### src/rtl/core_pkg.sv
// Shared core definitions: FSM state encodings, core_state_o constants and
// the two instruction words the fetch controller recognises.
package core_pkg;

    typedef enum logic [1:0] {
        ST_FETCH   = 2'd0,
        ST_EXECUTE = 2'd1,
        ST_HALT    = 2'd2,
        ST_TRAP    = 2'd3
    } state_e;

    localparam logic INSTRUCTION_FETCH   = 1'b0;
    localparam logic INSTRUCTION_EXECUTE = 1'b1;

    localparam logic [31:0] INSTR_NOP    = 32'h0000_0013;
    localparam logic [31:0] INSTR_EBREAK = 32'h0010_0073;

endpackage

### src/rtl/fetch_control_if.sv
// Instruction bus between the fetch controller (master) and the program ROM (slave).
// Handshake: none -- the read is combinational; the address is valid and the
// returned word is sampled only while core_state_o is INSTRUCTION_FETCH.
interface fetch_control_if;
    logic [31:0] program_pointer_o;
    logic [31:0] program_instr_i;

    modport master (output program_pointer_o, input program_instr_i);
    modport slave  (input program_pointer_o, output program_instr_i);
endinterface

### src/rtl/fetch_control.sv
// Two-phase instruction-fetch controller: owns PC, IR, retire counter and the
// FETCH/EXECUTE/HALT FSM. Optional misaligned-branch trap via `FETCH_TRAP_EN.
module fetch_control
    import core_pkg::*;
#(
    parameter logic [31:0] RESET_PC      = 32'h0000_0000,
    parameter logic [31:0] TRAP_VECTOR   = 32'h0000_0100,
    parameter logic [31:0] RETIRED_RESET = 32'h0000_0000
) (
    input  logic                    clk_i,
    input  logic                    rst_i,
    fetch_control_if.master         bus,
    output logic                    core_state_o,
    output logic [31:0]             instr_o,
    output logic                    instr_valid_o,
    input  logic                    stall_i,
    input  logic                    branch_taken_i,
    input  logic [31:0]             branch_target_i,
    output logic                    halted_o,
    output logic                    trap_o,
    output logic [31:0]             retired_o,
    output state_e                  state_dbg_o
);

    state_e      state_q, state_d;
    logic [31:0] pc_q, pc_d;
    logic [31:0] ir_q, ir_d;
    logic [31:0] retired_q, retired_d;

    always_ff @(posedge clk_i) begin
        if (rst_i) begin
            state_q   <= ST_FETCH;
            pc_q      <= RESET_PC;
            ir_q      <= INSTR_NOP;
            retired_q <= RETIRED_RESET;
        end else begin
            state_q   <= state_d;
            pc_q      <= pc_d;
            ir_q      <= ir_d;
            retired_q <= retired_d;
        end
    end

    always_comb begin
        state_d   = state_q;
        pc_d      = pc_q;
        ir_d      = ir_q;
        retired_d = retired_q;
        case (state_q)
            ST_FETCH: begin
                ir_d    = bus.program_instr_i;
                state_d = ST_EXECUTE;
            end
            ST_EXECUTE: begin
                if (!stall_i) begin
                    if (ir_q == INSTR_EBREAK) begin
                        // EBREAK retires but freezes the PC where it sits
                        state_d   = ST_HALT;
                        retired_d = retired_q + 32'd1;
                    end else begin
                        state_d   = ST_FETCH;
                        retired_d = retired_q + 32'd1;
                        pc_d      = branch_taken_i ? (branch_target_i & ~32'h3)
                                                   : pc_q + 32'd4;
`ifdef FETCH_TRAP_EN
                        if (branch_taken_i && (branch_target_i[1:0] != 2'b00)) begin
                            state_d   = ST_TRAP;
                            pc_d      = pc_q;
                            retired_d = retired_q;
                        end
`endif
                    end
                end
            end
`ifdef FETCH_TRAP_EN
            ST_TRAP: begin
                pc_d    = TRAP_VECTOR;
                state_d = ST_FETCH;
            end
`endif
            default: begin
                state_d = state_q;
            end
        endcase
    end

    assign bus.program_pointer_o = pc_q;
    assign instr_o               = ir_q;
    assign retired_o             = retired_q;
    assign state_dbg_o           = state_q;
    assign core_state_o          = (state_q == ST_FETCH) ? INSTRUCTION_FETCH
                                                         : INSTRUCTION_EXECUTE;
    assign instr_valid_o         = (state_q == ST_EXECUTE);
    assign halted_o              = (state_q == ST_HALT);
`ifdef FETCH_TRAP_EN
    assign trap_o                = (state_q == ST_TRAP);
`else
    assign trap_o                = 1'b0;
`endif

endmodule

### src/flat_wrapper.sv
// flat-port wrapper written by rule: the top's interface ports become plain ports
module fetch_control_flat import core_pkg::*;
#(
    parameter logic [31:0] RESET_PC      = 32'h0000_0000,
    parameter logic [31:0] TRAP_VECTOR   = 32'h0000_0100,
    parameter logic [31:0] RETIRED_RESET = 32'h0000_0000
)
  (clk_i, rst_i, core_state_o, instr_o, instr_valid_o, stall_i, branch_taken_i, branch_target_i, halted_o, trap_o, retired_o, state_dbg_o, bus_program_pointer_o, bus_program_instr_i);
  fetch_control_if bus_i ();
  input  logic clk_i;
  input  logic rst_i;
  output logic core_state_o;
  output logic [31:0] instr_o;
  output logic instr_valid_o;
  input  logic stall_i;
  input  logic branch_taken_i;
  input  logic [31:0] branch_target_i;
  output logic halted_o;
  output logic trap_o;
  output logic [31:0] retired_o;
  output state_e state_dbg_o;
  output wire logic [$bits(bus_i.program_pointer_o)-1:0] bus_program_pointer_o;
  input wire logic [$bits(bus_i.program_instr_i)-1:0] bus_program_instr_i;
  assign bus_program_pointer_o = bus_i.program_pointer_o;
  assign bus_i.program_instr_i = bus_program_instr_i;
  fetch_control #(.RESET_PC(RESET_PC), .TRAP_VECTOR(TRAP_VECTOR), .RETIRED_RESET(RETIRED_RESET)) u_core (.clk_i(clk_i), .rst_i(rst_i), .bus(bus_i), .core_state_o(core_state_o), .instr_o(instr_o), .instr_valid_o(instr_valid_o), .stall_i(stall_i), .branch_taken_i(branch_taken_i), .branch_target_i(branch_target_i), .halted_o(halted_o), .trap_o(trap_o), .retired_o(retired_o), .state_dbg_o(state_dbg_o));
endmodule
### config.mk
export PLATFORM = sky130hd
export DESIGN_NAME = fetch_control_flat
export DESIGN_NICKNAME = d
export VERILOG_FILES = /design/src/rtl/core_pkg.sv /design/src/rtl/fetch_control_if.sv /design/src/rtl/fetch_control.sv /design/src/flat_wrapper.sv
export SDC_FILE = /design/constraint.sdc
export NUM_CORES = 1
export LEC_CHECK = 0
export CORE_ASPECT_RATIO = 0.9
export CORE_MARGIN = 2
export CORE_UTILIZATION = 46
export CTS_CLUSTER_SIZE = 20
export DETAILED_ROUTE_END_ITERATION = 8
export PLACE_DENSITY = 0.81
export SETUP_SLACK_MARGIN = 0.15
export SLEW_MARGIN = 40
export SYNTH_ARGS = -nofsm -noshare
export SYNTH_HDL_FRONTEND = slang
export SYNTH_SLANG_ARGS = --single-unit
### constraint.sdc
create_clock -name clk_i -period 2.5 [get_ports clk_i]
set_clock_uncertainty 0.15 [all_clocks]
set_input_delay 0.5 -clock clk_i [delete_from_list [all_inputs] [get_ports clk_i]]
set_output_delay 0.5 -clock clk_i [all_outputs]
set_load 0.05 [all_outputs]
-- After elaboration in Yosys (flattened, before gate mapping)
Cells that the tools add are included.
- output and inout bits: 102
- flip-flop bits (word level): 98
- add/sub/neg operators: 2
- reductions and logical operators: 5
- multiplexer cells: 5
- equal/unequal tests: 4
- bitwise gates (word level): 2
- operators by type and width (operator ; number):
    $add 32x1->32 const B ; 1
    $add 32x3->32 const B ; 1
    $eq 32x21->1 const B ; 1
    $mux 32 ; 1
    $mux 2 ; 2
    $pmux 2 s2 ; 1
    $reduce_and 2->1 ; 2
    $reduce_and 3->1 ; 1
    $eq 2x1->1 const B ; 1
    $eq 2x2->1 const B ; 1
    $logic_not 2->1 ; 1
    $ne 2x2->1 const B ; 1
    $not 1->1 ; 2
    $reduce_bool 2->1 ; 1
    $mux 1 ; 1

-- Depth between registers and ports, before layout
Gate-level depths: netlist (run 1).
- depth after elaboration: 4
- mapped depth: 7
- gate-level depth less buffers: 6

-- Least setup slack after synthesis (run 1)
No wires, ideal clock.
- path kind: register to register
- start point: reg u_core.state_q[0] (netlist: u_core.state_dbg_o[0])
- end point: reg u_core.pc_q[11] (netlist: u_core.bus.program_pointer_o[11])
- required time: 2.263 ns
- path slack: -0.080 ns
- stages on the path, launching flop included: 7
- arrival time: 2.343 ns
- path through: dfxtp_1 nor2b_1 nor2b_1 buf_2 nand2_1 clkbuf_8 o31ai_1
- cells in the longest elaborated chain, start to end: 2
- RTL lines (item ; line ; text):
    start: declaration ; fetch_control.sv:25 ; state_e state_q, state_d;
    start signal: assignment ; fetch_control.sv:37 ; state_q <= state_d;
    $eq 2x1->1 ; - ;
    net instr_valid_o ; flat_wrapper.sv:14 ; output logic instr_valid_o;
    $reduce_and 3->1 (no line) ; - ;
    end signal: assignment ; fetch_control.sv:38 ; pc_q <= pc_d;
    end: declaration ; fetch_control.sv:26 ; logic [31:0] pc_q, pc_d;
The timed path passes the listed nets, and every way through them passes these cells.
A chain may end at the register's enable or synchronous reset.

-- Worst setup path after layout (run 1)
- start point: reg u_core.pc_q[13] (netlist: u_core.bus.program_pointer_o[13])
- end point: out bus_program_pointer_o[13]
- RTL lines (item ; line ; text):
    end: declaration ; flat_wrapper.sv:22 ; output wire logic [$bits(bus_i.program_pointer_o)-1:0] bus_program_pointer_o;
No word-level cell between the ends.

==> results of run 1 <==
## kinds of logic (layout without fill, tap and decap cells)
group	Yosys count	count (layout)	synth area share (%)
AO/OA/AOI/OAI	141	141	19.8
XOR/XNOR	29	29	5.20
adder cells (fa/ha/maj)	2	2	0.512
buffers and inverters	53	205	5.61
flip-flops	96	96	39.4
multiplexers	3	3	0.641
other	1	3	0.0768
AND/OR/NAND/NOR	284	284	28.8
## flip-flops by register name (all words and copies together) (netlist names)
signal,flops
u_core.instr_o,32
u_core.bus.program_pointer_o,30
u_core.retired_o,32
u_core.state_dbg_o,2
## stage by stage
step | cells | cell area (sq um)
finish | 892 | 6960
global route | 892 | 6960
CTS | 891 | 6930
detailed placement | 876 | 6660
global placement | 876 | 6660
floorplan | 611 | 4900
## layout by cell type (no fill, tap or decap), types with 4 or more instances in the layout
cell type	Yosys	routed
nand2_1	105	105
a21oi_1	53	53
a211o_1	4	4
buf_12	0	6
nor3_1	13	12
a31oi_1	12	12
and2_1	4	4
dlygate4sd2_1	0	5
and4_1	7	7
nor4b_1	5	5
o31ai_1	26	26
xnor2_1	18	18
dlymetal6s2s_1	0	9
clkbuf_16	0	9
nor2b_1	5	4
buf_4	6	14
and3_1	5	5
a41oi_1	5	5
o21ai_0	4	4
o311ai_0	10	10
nand4_1	18	18
clkdlybuf4s50_1	0	147
inv_1	7	7
dfxtp_1	96	94
nor4_1	13	13
nand3_1	29	29
xor2_1	11	11
nor2_1	57	56
## worst min-delay path, cell delays in order, from the launching register on
cell,delay [ps]
dfxtp_1,320
nand2_1,50
a21oi_1,50
## Yosys cell counts (4+ instances only)
| cell type | n |
|---|---|
| nand2_1 | 105 |
| dfxtp_1 | 96 |
| nor2_1 | 57 |
| a21oi_1 | 53 |
| nand3_1 | 29 |
| o31ai_1 | 26 |
| clkbuf_1 | 24 |
| nand4_1 | 18 |
| xnor2_1 | 18 |
| nor3_1 | 13 |
| nor4_1 | 13 |
| a31oi_1 | 12 |
| xor2_1 | 11 |
| o311ai_0 | 10 |
| buf_2 | 8 |
| and4_1 | 7 |
| inv_1 | 7 |
| buf_4 | 6 |
| a41oi_1 | 5 |
| and3_1 | 5 |
| nor2b_1 | 5 |
| nor4b_1 | 5 |
| a211o_1 | 4 |
| and2_1 | 4 |
| o21ai_0 | 4 |
## report_power, final
group | internal, mW | leakage (nW) | total, mW | switching (mW)
registers | 1.58 | 0.784 | 1.64 | 0.0607
logic | 0.265 | 1.69 | 0.663 | 0.398
clock network | 0.726 | 0.138 | 1.32 | 0.598
total | 2.57 | 2.61 | 3.63 | 1.06
## per-layer routing
layer / up-vias / GRT usage [%] / part of all wire, %
li1: 2512 / - / -
met1: 2463 / 32.3 / 42
met2: 209 / 40.1 / 48
met3: 22 / 8.32 / 8.4
met4: 0 / 8.07 / 1.4
met5: - / 0 / 0
## timing repair
| action | CTS | global route |
|---|---|---|
| pin swaps | 0 | 1 |
| setup endpoints to repair | 5 | 14 |
| cloned | 0 | 0 |
| setup buffers | 0 | 1 |
| gates resized for setup | 5 | 9 |
## path summary, 6_finish.rpt
check / from / to / slack (ps) / depth (start not counted)
worst max register to register: u_core.bus.program_pointer_o[2] / u_core.bus.program_pointer_o[18] / 300 / 7
worst min-delay path: u_core.instr_o[13] / u_core.instr_o[13] / 320 / 2
worst min register to register: u_core.instr_o[13] / u_core.instr_o[13] / 320 / 2
worst max-delay path: u_core.bus.program_pointer_o[13] / bus_program_pointer_o[13] / 200 / 1
## final cells by class
cell class	count	share of cell area [%]
tap	129	2.32
inverter	7	0.377
sequential	96	27.6
multi-input combinational	462	38.8
clock buffer	11	3.63
clock inverter	4	0.431
timing repair buffer	183	26.8
==> results.ini, run 1 <==
[status]
status = complete, no violations

[sta]
tightestPinTransition_ps = 629
rsz0062_at_grt = no
relSlewSlack_pct = 58.0
timing.final.crit_share_pct = 92.1
max_freq_mhz = 435
fin_ws_ps = 199
period_minus_slack_ps = 2300
final_hold_viol_count = 0
hold_ws_ps = 317
final_max_slew_viol_count = 0
tns_ps = 0
finalSetupViolCount = 0

[cells_and_area]
finish.utilization_pct = 67.7
nFillCells = 837
drive_gt1_share_pct = 7.08
antennaDiodeCount = 0
seqCellArea_sq_mm = 0.00192
synthToLayoutAreaGrowth_pct = 42.6
layout.nets = 829
multi_input_area_sq_mm = 0.00271

[global_route]
overflow = 0
grt_max_degree = 95
grt_pass1_wl_um = 23700
grt_pass1_vias = 4888
antenna_found_initial = 0
track_usage_pct = 25.1

[placement]
gp_congestion = 0.861
port_buffers = 164
hpwl_um = 10300
dpl_worst_slack_ps = 28.3

[logic_synthesis]
yosys.area.top_type = dfxtp_1
synth_seq_area_share_pct = 39.4
yosys.area.top_type_share_pct = 39.4
ys.flop_type = dfxtp_1
syn_area_sq_mm = 0.00488
synth_edf_count = 0
synth_area_leaders = dfxtp_1, nand2_1, a21oi_1
async_flop_share_pct = 0
ys_types = 62
yosysWarnings = 0
syn_avg_cell_area_sq_um = 8.02
syn_inst = 609
synth-seq-cells = 96

[clock_tree]
cts_buffers = 9
h-tree-depth = 3
cts_tree = built
clk_pin_slew_worst_paths_ps = 70
clock_sink_count = 96
cts_max_path_buffers = 2
clkLatencyLatePin_ps = 340
hold_buffers = 0
root_buffer = clkbuf_16

[setup_path]
required_ps = 1850
start_kind = flip-flop
cp_max_fo = 7
critPathArrivalTime_ps = 1650
critPathMaxStageDelay_ps = 850
cp_top_family = buffers and inverters
worstPathCellList = clkdlybuf4s50_1
endpoint_kind = output port
crit_buf_inv = 1
crit_type = reg -> out
crit_path_top_delay_cell = clkdlybuf4s50_1

[floorplanning]
ios = 170
die_h_um = 102
die_x_um = 113
dieArea_sq_mm = 0.0115
initial_core_util_pct = 47.5
coreArea_sq_mm = 0.0103
row_count = 35

[drt]
vias = 5206
routedWlPerCell_um = 16.4
final_antenna_net_count = 0
drt-initial-drc-count = 371
drc = 0
via_per_inst = 5.84
finalWirelength_um = 14700
dr.pass1.iters = 5

[power]
p_per_area_mw_per_mm2 = 522
p_leak_nw = 2.61
p_total_mw = 3.63
peakVddDrop_v = 0.000435

[job]
maxCapViolCount = 0

[worst_hold_path]
hp-class = reg -> reg

Power figures use the tool's default switching activity.
==> inputs of run 2 (changes only) <==
Settings changed: CTS_CLUSTER_DIAMETER set to 200.
==> results of run 2 <==
The final DEF is identical to that of run 1; final timing and power are the same.
==> inputs of run 3 (changes only) <==
Settings changed: CTS_BUF_LIST set to sky130_fd_sc_hd__clkbuf_4 sky130_fd_sc_hd__clkbuf_8 sky130_fd_sc_hd__clkbuf_16.
==> results of run 3 <==
The final DEF is identical to that of run 1; final timing and power are the same.
